### src/rtl/fp_mult_pipe.sv
// Three-stage pipelined FP32 multiplier (flush-to-zero, saturating, no Inf/NaN) with valid/ready back-pressure.
// Define FP_MULT_RNE_EN for round-to-nearest-even in stage 3; the default build truncates.
module fp_mult_pipe #(
    parameter int TAG_W = 4
) (
    input  logic             clk,
    input  logic             rst_n,
    input  logic             in_valid,
    output logic             in_ready,
    input  logic [31:0]      a,
    input  logic [31:0]      b,
    input  logic [TAG_W-1:0] in_tag,
    output logic             out_valid,
    input  logic             out_ready,
    output logic [31:0]      p,
    output logic [TAG_W-1:0] out_tag
);

`ifdef FP_MULT_RNE_EN
    localparam int PROD_LSB = 0;
`else
    localparam int PROD_LSB = 23;
`endif
    localparam int PROD_W = 48 - PROD_LSB;

    logic                    adv;
    logic                    vld_p0;
    logic                    vld_p1;
    logic                    sign_p0;
    logic                    zero_p0;
    logic signed [9:0]       exp_p0;
    logic [23:0]             siga_p0;
    logic [23:0]             sigb_p0;
    logic [TAG_W-1:0]        tag_p0;
    logic                    sign_p1;
    logic                    zero_p1;
    logic signed [9:0]       exp_p1;
    logic [47:PROD_LSB]      prod_p1;
    logic [TAG_W-1:0]        tag_p1;
    logic signed [9:0]       exp_n;
    logic [22:0]             man_n;
    logic [31:0]             p_next;

    // Boundary handling: zero flag and underflow give signed zero, overflow saturates to max finite.
    function automatic logic [31:0] sat_pack(input logic sign, input logic zero,
                                             input logic signed [9:0] exp_in,
                                             input logic [22:0] man);
        logic [31:0] r;
        if (zero || (exp_in <= 10'sd0))
            r = {sign, 31'b0};
        else if (exp_in >= 10'sd255)
            r = {sign, 8'hFE, 23'h7FFFFF};
        else
            r = {sign, exp_in[7:0], man};
        return r;
    endfunction

`ifdef FP_MULT_RNE_EN
    function automatic logic [23:0] rne_round(input logic [22:0] man, input logic guard,
                                              input logic sticky);
        return {1'b0, man} + {23'b0, guard & (sticky | man[0])};
    endfunction
`endif

    assign in_ready = ~(out_valid & ~out_ready);
    assign adv      = in_ready;

    always_ff @(posedge clk or negedge rst_n) begin
        if (!rst_n) begin
            vld_p0    <= 1'b0;
            vld_p1    <= 1'b0;
            out_valid <= 1'b0;
        end else if (adv) begin
            vld_p0    <= in_valid;
            vld_p1    <= vld_p0;
            out_valid <= vld_p1;
        end
    end

    // Stage 1: unpack operands, flag zero/denormal inputs, form biased exponent sum
    always_ff @(posedge clk) begin
        if (adv) begin
            sign_p0 <= a[31] ^ b[31];
            zero_p0 <= (a[30:23] == 8'd0) || (b[30:23] == 8'd0);
            exp_p0  <= $signed({2'b00, a[30:23]}) + $signed({2'b00, b[30:23]}) - 10'sd127;
            siga_p0 <= {1'b1, a[22:0]};
            sigb_p0 <= {1'b1, b[22:0]};
            tag_p0  <= in_tag;
        end
    end

    // Stage 2: significand product; truncating builds keep only the bits normalization reads
    always_ff @(posedge clk) begin
        if (adv) begin
            sign_p1 <= sign_p0;
            zero_p1 <= zero_p0;
            exp_p1  <= exp_p0;
            prod_p1 <= PROD_W'(({24'b0, siga_p0} * {24'b0, sigb_p0}) >> PROD_LSB);
            tag_p1  <= tag_p0;
        end
    end

    // Stage 3: normalize, optionally round, apply boundary rules and pack
`ifdef FP_MULT_RNE_EN
    logic        guard_n;
    logic        sticky_n;
    logic [23:0] man_r;
`endif

    always_comb begin
        exp_n = exp_p1;
        man_n = prod_p1[45:23];
        if (prod_p1[47]) begin
            exp_n = exp_p1 + 10'sd1;
            man_n = prod_p1[46:24];
        end
`ifdef FP_MULT_RNE_EN
        guard_n  = prod_p1[47] ? prod_p1[23] : prod_p1[22];
        sticky_n = prod_p1[47] ? (|prod_p1[22:0]) : (|prod_p1[21:0]);
        man_r    = rne_round(man_n, guard_n, sticky_n);
        if (man_r[23])
            exp_n = exp_n + 10'sd1;
        man_n = man_r[22:0];
`endif
        p_next = sat_pack(sign_p1, zero_p1, exp_n, man_n);
    end

    always_ff @(posedge clk or negedge rst_n) begin
        if (!rst_n) begin
            p       <= 32'b0;
            out_tag <= '0;
        end else if (adv) begin
            p       <= p_next;
            out_tag <= tag_p1;
        end
    end

endmodule

### config.mk
export PLATFORM = sky130hd
export DESIGN_NAME = fp_mult_pipe
export DESIGN_NICKNAME = d
export VERILOG_FILES = /design/src/rtl/fp_mult_pipe.sv
export SDC_FILE = /design/constraint.sdc
export NUM_CORES = 2
export LEC_CHECK = 0
export CORE_ASPECT_RATIO = 0.7
export CORE_MARGIN = 10
export CORE_UTILIZATION = 55
export DETAILED_ROUTE_END_ITERATION = 16
export GPL_TIMING_DRIVEN = 0
export PLACE_DENSITY = 0.74
export SYNTH_ARGS = -nofsm -noshare
export SYNTH_HDL_FRONTEND = slang
export SYNTH_SLANG_ARGS = --single-unit
### constraint.sdc
create_clock -name clk -period 9.9 [get_ports clk]
set_clock_uncertainty 0.2 [all_clocks]
set_input_delay 1.485 -clock clk [delete_from_list [all_inputs] [get_ports clk]]
set_output_delay 1.485 -clock clk [all_outputs]
set_load 0.05 [all_outputs]
* After elaboration in Yosys (flattened, before gate mapping)
Index checks and enable logic that the tools add are counted.
Widths: inputs -> output; s select.
** Word-level totals
- Bits in registers :: 142
- Output and inout port bits :: 38
** Operators by class
- Mux-type cells :: 4
- Bitwise logic cells :: 4
- $mul :: 1
- Reductions and logical operators :: 4
- $add $sub $neg :: 3
- Magnitude comparators :: 2
** Operators by type and width (number)
- $mux 31 :: 2
- $mul 24x24->48 :: 1
- $mux 23 :: 1
- $logic_not 8->1 :: 2
- $add 10x2->10 const B :: 1
- $ge 10x9->1 const B :: 1
- $le 10x1->1 const B :: 1
- $mux 10 :: 1
- $sub 9x7->10 const B :: 1
- $add 8x8->9 :: 1
- $logic_or 1x1->1 :: 2
- $not 1->1 :: 2
- $and 1x1->1 :: 1
- $xor 1x1->1 :: 1

* Depth between registers and ports, before layout
- Word-level depth :: 5
- Mapped depth :: 26
- Mapped depth without buffers :: 24

* Worst setup path after synthesis
Ideal clock, no wire load.
- Path type :: flip-flop to flip-flop
- Start :: register siga_p0[19]
- End :: register prod_p1[31] in the netlist's numbering (data pin)
- Path slack :: 3.015 ns
- Arrival time :: 6.425 ns
- Setup time :: 0.260 ns
- Data required time :: 9.440 ns
- Stages on the path, launching flop included :: 22
- Cells stage by stage :: edfxtp_1 > clkbuf_1 > nand2_1 > fa_1 > inv_1 > fa_1 > inv_1 > fa_1 > inv_1 > fa_1 > fa_1 > fa_1 > fa_1 > ha_1 > a21o_1 > a2111oi_4 > o41ai_1 > o31a_1 > a211o_4 > a21oi_4 > o21bai_2 > xor2_1
** On the way
- Word-level cells in the longest chain between the ends :: 1
** RTL lines
- start: declaration :: line 32 : logic [23:0] siga_p0;
- start signal: assignment :: line 86 : siga_p0 <= {1'b1, a[22:0]};
- $mul 24x24->48 :: line 98 : prod_p1 <= PROD_W'(({24'b0, siga_p0} * {24'b0, sigb_p0}) >> PROD_LSB);
- end signal: assignment :: line 98
- end: declaration :: line 38 : logic [47:PROD_LSB] prod_p1;
No other way between the ends.
A chain may end at the register's enable or synchronous reset.

* Worst setup path after layout
- Start :: register siga_p0[17]
- End :: register prod_p1[44] in the netlist's numbering (data pin)
Same word-level chain as after synthesis.

==> run_results.csv <==
group,metric,value,unit
status,outcome,"complete, no violations",
global_routing,grt_first_pass_wirelength,121000,µm
synth,yosys_warnings,0,
drt,drtIter0Drc,1971,
floorplanning,ioPinCount,110,
place,dp_hpwl,63900,µm
drt,vias,18100,
critical_path,cp-start-kind,"flop",
synth,ys_types,66,
clock_network,clock-sinks,142,
timing,maxSlewHeadroom,15.8,%
timing,min_period,9.25,ns
timing,fin_crit_sh,93.4,%
timing,postLayoutSetupSlackWorst,0.651,ns
finish,n_fill_cell,3654,
drt,vias_per_cell,5.71,
place,gp_congestion,1.03,
min_path,whs_endpoint,"zero_p1$_DFFE_PN_",
critical_path,rr_startpoint,"siga_p0[17]$_DFFE_PN_",
floorplanning,start_util,56.1,%
drt,wl_per_cell,24.9,µm
synth,synth_seq_cells,142,
timing,rsz0062_at_grt,"false",
clock_network,clk_path_buf_depth,2,
timing,worst_pin_slew,1.26,ns
critical_path,path_max_fanout,10,
synth,synthesis.nets,3186,
timing,fin_setup_tns,0,ns
floorplanning,die_w,270,µm
synth,synthTopCellsByCount,"inv_1 (587), fa_1 (482), nand2_1 (288), and2_1 (244), ha_1 (185)",
clock_network,clk_pin_slew_worst_paths,0.07,ns
critical_path,path_delay_family,"adder cells",
timing,finalSetupViolCount,0,
critical_path,regToRegEndpoint,"prod_p1[44]$_DFFE_PN_",
synth,async_reset_ff_share,27.5,%
clock_network,post-cts-setup-buffers,0,
clock_network,cts_tree,"yes",
floorplanning,fp.coreArea,42700,µm²
place,pre_cts_slack,0.999,ns
clock_network,cts-root-buf,"clkbuf_16",
synth,seq_area_frac_synth,17.0,%
min_path,min_delay_path_depth,0,
critical_path,cp_data_arrival_time,9.27,ns
finish,area_delta_synth_final,10.0,%
clock_network,cts_max_level,4,
clock_network,cts_buffers,17,
synth,yosysMostFrequentCell,"inv_1",
synth,yosysTopAreaCell,"fa_1",
synth,synth_flop_cell,"edfxtp_1",
finish,final_cells,3174,
finish,layout-drive-gt1-share,2.28,%
global_routing,grt_pass1_vias,19200,
critical_path,reg2reg_slack,0.65,ns
timing,hold_viol,0,
clock_network,hold_buffers,0,
drt,drtAntennaViolNets,0,
critical_path,critPathCaptureType,"flop",
global_routing,grt_overflow,0,
timing,fmax,108,MHz
global_routing,grt_max_degree,75,
finish,postLayoutCoreUtil,61.7,%
critical_path,critPathMaxStageDelay,0.86,ns
job,max_cap_violations,0,
min_path,hold_path_class,"flop to flop",
synth,netlist_instances,2447,
critical_path,cpMostUsedCell,"fa_1",
critical_path,timing.critical_path.cells,"clkbuf_1, nand2_1, fa_1, inv_1, fa_1, inv_1, fa_1, inv_1, fa_1, fa_1, fa_1, fa_1, ha_1, o21ai_0, a21oi_1, nor2_1, a21oi_1, nand2_1, o211ai_1, a41oi_1, xnor2_1",
floorplanning,die_area,52500,µm²
floorplanning,dieHeight,195,µm
global_routing,antenna_found_initial,7,
place,port-buffer-count,109,
synth,avgSynthCellArea,9.80,µm²
critical_path,cp_num_buf_inv,4,
clock_network,post_cts_resized,0,
drt,routed_wl,78900,µm
synth,synth_edf_count,103,
drt,dr.pass1.iters,6,
synth,yosys.area.top_type_share,40.3,%
global_routing,groute.usage.overall,30.9,%
floorplanning,rows,63,
synth,synth_area,24000,µm²
timing,maxSlewViolCount,0,
place,dpl.cell_count,3142,
finish,final_nets,3315,
critical_path,r2r_cells,21,
min_path,min-delay-start,"zero_p0$_DFFE_PN_",
critical_path,cpMaxStageDelayCell,"edfxtp_1",
critical_path,path_class,"flop to flop",
critical_path,crit_required,9.92,ns
clock_network,insertion_delay,0.47,ns
drt,drc_errors,0,
synth,ys_top_cells_by_area,"fa_1 (40%), edfxtp_1 (13%), ha_1 (9.7%), inv_1 (9.2%), and2_1 (6.4%)",
finish,diodes,0,
logic make-up (layout without fill, tap and decap cells):
kind of cell / Yosys count / after routing / share of synthesized area, %
simple gates: 668 / 668 / 13.7
mux: 33 / 33 / 1.42
fa+ha+maj: 667 / 667 / 49.9
xor+xnor: 38 / 38 / 1.39
buf+inv: 696 / 838 / 10.9
flops: 142 / 142 / 17.0
compound gates: 203 / 203 / 5.71
layout make-up:
class / instances / area (µm²) / share of cell area (%)
plain buffers: 107 / 407 / 1.54
clock buffers: 18 / 429 / 1.63
clock inverters: 14 / 126 / 0.479
inverters: 589 / 2210 / 8.39
multi-input cells: 1609 / 17300 / 65.5
flip-flops and latches: 142 / 4070 / 15.4
well taps: 585 / 732 / 2.78
repair buffers: 110 / 1110 / 4.22
layer usage:
layer  GRT usage [%]  up-vias  part of all wire [%]
met1            44.3     9189                    42
met3            14.7      137                    16
met5               0        -                 0.010
met2            41.1     1187                    39
li1                -     7624                     -
met4            7.50        2                   2.4
placed cells by master, fill, tap and decap left out, types with 5 or more instances in the layout:
cell type	count
ha_1	185
clkbuf_16	17
mux2i_1	25
a31oi_1	5
a21oi_1	73
and2_1	244
xnor2_1	21
clkbuf_1	100
edfxtp_1	103
and3_1	7
nand4_1	12
clkdlybuf4s50_1	108
nor2_1	68
dfrtp_1	39
nor3_1	8
nand3_1	16
o21bai_1	8
xor2_1	17
inv_1	586
mux2_2	8
nor2b_1	5
fa_1	482
o21ai_0	21
inv_6	5
a21o_1	53
nand2_1	288
a211oi_1	5
stage by stage:
step,instance area (µm²),hold slack [ns]
floorplan,24000,0.200
global placement,25800,0.201
detailed placement,25800,0.207
CTS,26400,0.222
global route,26400,0.237
finish,26400,0.220
flip-flops by register name, summed over array words and instances, names as in the netlist:
name and cells:
out_tag 4, tag_p0 4, tag_p1 4, out_valid 1, sigb_p0 23, sign_p1 1, siga_p0 23, prod_p1 25
sign_p0 1, vld_p1 1, exp_p0 10, zero_p1 1, vld_p0 1, exp_p1 10, zero_p0 1, p 32
worst max-delay path by stage:
stage / start / to / slack, ns / depth (start not counted)
after floorplan: siga_p0[19]$_DFFE_PN_ / prod_p1[31]$_DFFE_PN_ / 3.01 / 21
after global routing: siga_p0[17]$_DFFE_PN_ / prod_p1[47]$_DFFE_PN_ / 0.53 / 23
after detailed placement: siga_p0[17]$_DFFE_PN_ / prod_p1[44]$_DFFE_PN_ / 1.0 / 22
final: siga_p0[17]$_DFFE_PN_ / prod_p1[44]$_DFFE_PN_ / 0.65 / 21
after global placement: siga_p0[17]$_DFFE_PN_ / prod_p1[44]$_DFFE_PN_ / 1.02 / 20
after CTS: siga_p0[17]$_DFFE_PN_ / prod_p1[44]$_DFFE_PN_ / 0.99 / 20
Power is not shown: default switching activity piles up to over one toggle a cycle in this logic, so the estimate is an artifact.
